===== config.mk =====
export PLATFORM = sky130hd
export DESIGN_NAME = demux_feed_serializer
export DESIGN_NICKNAME = d
export VERILOG_FILES = /design/src/rtl/demux_feed_pkg.sv /design/src/rtl/demux_feed_serializer.sv
export SDC_FILE = /design/constraint.sdc
export NUM_CORES = 1
export LEC_CHECK = 0
export ABC_AREA = 1
export BUFFER_PORTS_ARGS = -buffer_cell sky130_fd_sc_hd__buf_2
export CORE_AREA = 4 4 64 81
export DETAILED_ROUTE_END_ITERATION = 16
export DIE_AREA = 0 0 68 85
export SLEW_MARGIN = 5
export SYNTH_ARGS = -nofsm -noshare
export SYNTH_HDL_FRONTEND = slang
export SYNTH_SLANG_ARGS = --single-unit

===== constraint.sdc =====
create_clock -name clk -period 3.12 [get_ports clk]
set_input_delay 0.312 -clock clk [delete_from_list [all_inputs] [get_ports clk]]
set_output_delay 0.312 -clock clk [all_outputs]
set_load 0.02 [all_outputs]

===== src/rtl/demux_feed_pkg.sv =====
// Shared types and widths for the demux feed serializer.
package demux_feed_pkg;

  typedef enum logic [1:0] {
    IDLE  = 2'd0,
    SHIFT = 2'd1,
    GAP   = 2'd2
  } state_t;

  localparam int CH_W  = 3;
  localparam int CNT_W = 8;

endpackage


===== src/rtl/demux_feed_serializer.sv =====
// Serializes channel-tagged words MSB-first onto the 1:8 demux input,
// holding the channel on S1..S3 for the frame; one-entry hold register.
//
// state | meaning
// IDLE  | no frame in flight, selects keep last channel
// SHIFT | driving shreg MSB on I, one bit per cycle
// GAP   | forced idle spacing between frames, I = 0
module demux_feed_serializer
  import demux_feed_pkg::*;
#(
  parameter int DATA_W  = 8,
  parameter int GAP_CYC = 1
) (
  input  logic              clk,
  input  logic              rst_n,
  input  logic              in_valid,
  output logic              in_ready,
  input  logic [DATA_W-1:0] in_data,
  input  logic [CH_W-1:0]   in_ch,
  output logic              I,
  output logic              S1,
  output logic              S2,
  output logic              S3,
  output logic              bit_valid,
  output logic              frame_last,
  output logic [CNT_W-1:0]  frames_sent
);

  localparam int BC_W = $clog2(DATA_W);
  localparam logic [BC_W-1:0] LAST_BIT = BC_W'(DATA_W - 1);
  localparam logic [3:0] GAP_LOAD = 4'((GAP_CYC > 0) ? GAP_CYC - 1 : 0);

  state_t            state, state_next;
  logic [DATA_W-1:0] shreg;
  logic [DATA_W-1:0] hold_data;
  logic [BC_W-1:0]   bitcnt;
  logic [3:0]        gapcnt;
  logic [CH_W-1:0]   sel;
  logic [CH_W-1:0]   hold_ch;
  logic              hold_full;
  logic [CNT_W-1:0]  frames_cnt;

  logic transfer;
  logic last_bit;
  logic gap_done;
  logic boundary;
  logic load_hold;
  logic load_direct;
  logic to_hold;

  always_comb begin
    transfer    = in_valid && !hold_full;
    last_bit    = (state == SHIFT) && (bitcnt == LAST_BIT);
    gap_done    = (state == GAP) && (gapcnt == 4'd0);
    // a frame boundary that can start the next frame without passing through GAP/IDLE
    boundary    = (last_bit && (GAP_CYC == 0)) || gap_done;
    load_hold   = boundary && hold_full;
    load_direct = transfer && ((state == IDLE) || (boundary && !hold_full));
    to_hold     = transfer && !load_direct;

    state_next = state;
    case (state)
      IDLE: begin
        if (load_direct) state_next = SHIFT;
      end
      SHIFT: begin
        if (last_bit) begin
          if (GAP_CYC > 0)                    state_next = GAP;
          else if (load_hold || load_direct)  state_next = SHIFT;
          else                                state_next = IDLE;
        end
      end
      GAP: begin
        if (gap_done) begin
          if (load_hold || load_direct) state_next = SHIFT;
          else                          state_next = IDLE;
        end
      end
      default: state_next = IDLE;
    endcase
  end

  always_ff @(posedge clk or negedge rst_n) begin
    if (!rst_n) begin
      state      <= IDLE;
      shreg      <= '0;
      bitcnt     <= '0;
      gapcnt     <= '0;
      sel        <= '0;
      hold_data  <= '0;
      hold_ch    <= '0;
      hold_full  <= 1'b0;
      frames_cnt <= '0;
    end else begin
      state <= state_next;

      if (load_hold) begin
        shreg  <= hold_data;
        sel    <= hold_ch;
        bitcnt <= '0;
      end else if (load_direct) begin
        shreg  <= in_data;
        sel    <= in_ch;
        bitcnt <= '0;
      end else if (state == SHIFT) begin
        shreg  <= shreg << 1;
        bitcnt <= bitcnt + BC_W'(1);
      end

      if (load_hold) begin
        hold_full <= 1'b0;
      end else if (to_hold) begin
        hold_data <= in_data;
        hold_ch   <= in_ch;
        hold_full <= 1'b1;
      end

      // gap timer: load on frame end, count down to terminal zero
      if (last_bit && (state_next == GAP)) gapcnt <= GAP_LOAD;
      else if ((state == GAP) && (gapcnt != 4'd0)) gapcnt <= gapcnt - 4'd1;

      if (last_bit) frames_cnt <= frames_cnt + CNT_W'(1);
    end
  end

  assign in_ready    = !hold_full;
  assign bit_valid   = (state == SHIFT);
  assign I           = bit_valid && shreg[DATA_W-1];
  assign frame_last  = last_bit;
  assign S1          = sel[2];
  assign S2          = sel[1];
  assign S3          = sel[0];
  assign frames_sent = frames_cnt;

endmodule


==> flow_summary.toml <==
[pwr]
power_leakage_nw = 1.19
p_switching_mw = 0.187
p_int_mw = 0.722
ir_worst_vdd_v = 0.000270
p_comb_frac = 0.024
powerDensity_nw_per_um2 = 409
p_seq_frac = 0.570
p_sw_frac = 0.206
p_clk_frac = 0.406

[worst_setup_path]
reg2reg_slack_ns = 1.25
rr_worst_depth = 6
crit_fanout = 19
crit_required_ns = 3.31
cp-start-kind = "flop"
crit_type = "reg -> reg"
cp.arrival_ns = 2.06
cp-end-kind = "flop"

[die]
rows = 27
die_w_um = 68
die-area_um2 = 5780
io_pins = 29
die_h_um = 85
start_util = 0.444
core_um2 = 4390

[detailed_routing]
routed.top_layer = "met4"
postRouteAntennaNets = 0
met1_length_um = 1810
initialDrtViolationCount = 131
dr.pass1.iters = 4
totalWireLength_um = 3850
post_drt_wl_per_cell_um = 12.1
num_vias = 1515
wl_met2_um = 1810
dr_wl_met3_um = 202
viasPerCell = 4.76
drc = 0

[global_route]
antenna_found_initial = 0
grt_pass1_wl_um = 7080
gr-total-overflow = 0
grt_usage = 0.157
grt_pass1_vias = 1578
grt_max_degree = 41

[placement]
port_buffers = 28
pre_cts_slack_ns = 1.24
gp_congestion = 0.764
place_area_um2 = 2130
place_hpwl_um = 2790

[yosys]
async_flop_share = 1.00
syn_area_per_cell_um2 = 8.48
synth_fp_nets = 249
synth_cell_types = 26
syn_area_um2 = 1950
synth_commonest_cells = "nand2_1 (67), dfrtp_1 (40), nand3_1 (26), inv_1 (21), nor2_1 (16)"
yosysTopAreaCell = "dfrtp_1"
synth_warnings = 0
synth_cells = 230
synth-edff-count = 0
synth-seq-area-share = 0.513
yosys-top-cells-area = "dfrtp_1 (51%), nand2_1 (13%), nand3_1 (6.7%), inv_1 (4.0%), o21ai_0 (3.9%)"
synth_most_common_cell = "nand2_1"
synth-main-ff-cell = "dfrtp_1"
synth.top_cell.area_share = 0.513
synth_seq_cells = 40

[sta]
relSlewSlack = 0.399
period_minus_slack_ns = 1.87
finalClockSkew_ns = 0.0105
slew_viol_final = 0
max_freq_mhz = 534
setup_tns_ns = 0
fin_ws_ns = 1.25
rsz0062_at_grt = "false"
setup_viol = 0
worst_pin_slew_ns = 0.901
fin_crit_sh = 0.601
hold-worst-slack_ns = 0.147
hold_viol_final = 0

[hold_path]
min_path_type = "in -> async"

[final_layout]
utilization = 0.506
diodes = 0
layout.filler_cells = 470
drive_gt1_frac = 0.188
fin_area_um2 = 2220
layout.nets = 279
area_growth_pct = 14.0

[clock_tree]
cts_tree = "yes"
clkTransAtPathRegs_ns = 0.07
htree_levels = 2
post_cts_buffers = 0
cts_resized = 0
numClockSinks = 40
clk_latency_ns = 0.29
ctsHoldBuffers = 0
cts_buffers = 5
clock-root-buffer = "clkbuf_8"
cts_buffer_depth = 2

[status]
outcome = "finished, final reports clean"

[flow_run]
drv_cap = 0
-- final timing paths --
kind / from / to
max: gapcnt[0] / state[0]
min in group clk: in_data[0] / shreg[0]
max reg2reg: gapcnt[0] / state[0]
min: rst_n / bitcnt[0]
min reg2reg: frames_sent[7] / frames_sent[7]
max in group asynchronous: rst_n / shreg[0]
-- registers in the layout, summed over array words and instances, names as in the netlist --
register	cells
hold_data	8
state	2
gapcnt	4
hold_ch	3
hold_full	1
shreg	8
sel	3
frames_sent	8
bitcnt	3
-- area by class of cell --
type	count	area, um2	area share
Sequential cell	40	1000	0.450
Multi-Input combinational cell	159	815	0.367
Timing Repair Buffer	28	140	0.0631
Inverter	26	97.6	0.0439
Clock buffer	7	96.3	0.0434
Tap cell	58	72.6	0.0327
-- metrics by stage --
stage | cells | power, mW
finish | 318 | 0.909
global route | 318 | 0.942
CTS | 318 | 0.922
detailed placement | 311 | 0.552
global placement | 311 | 0.552
floorplan | 230 | 0.531
-- cell families (layout without fill, tap and decap cells) --
logic type,count (synthesis),in the layout,synth area share
AO/OA/AOI/OAI,24,24,0.0629
buffers and inverters,31,61,0.0687
XOR/XNOR,8,8,0.0359
flip-flops,40,40,0.513
AND/OR/NAND/NOR,122,122,0.287
adder cells (fa/ha/maj),5,5,0.0321
-- cells in the final DEF (no fill, tap or decap), drive strengths merged --
master / netlist / layout
a21oi: 7 / 7
a31oi: 1 / 1
buf: 4 / 28
clkbuf: 1 / 7
clkinv: 1 / 1
dfrtp: 40 / 40
ha: 5 / 5
inv: 25 / 25
nand2: 70 / 70
nand3: 27 / 27
nand4: 3 / 3
nor2: 19 / 19
nor3: 3 / 3
o21ai: 15 / 15
o22ai: 1 / 1
xnor2: 3 / 3
xor2: 5 / 5
-- metal layers --
layer / vias to the layer above / track usage
li1: 789 / -
met1: 700 / 0.207
met2: 24 / 0.243
met3: 2 / 0.0503
met4: 0 / 0.0470
met5: - / 0
-- critical path, stage by stage (launching register included) --
cell and delay (ns):
dfrtp_1 0.40, inv_1 0.08, ha_1 0.19, nand4_2 0.43
inv_1 0.32, nor2_1 0.15, o21ai_0 0.20
-- power groups by stage --
stage               clock, mW  combinational, mW  sequential, mW
floorplan                   0            0.00224           0.528
global placement            0             0.0235           0.528
detailed placement          0             0.0235           0.528
CTS                     0.381             0.0234           0.518
global route            0.398             0.0268           0.518
finish                  0.369             0.0222           0.518
Power figures use the tool's default switching activity.
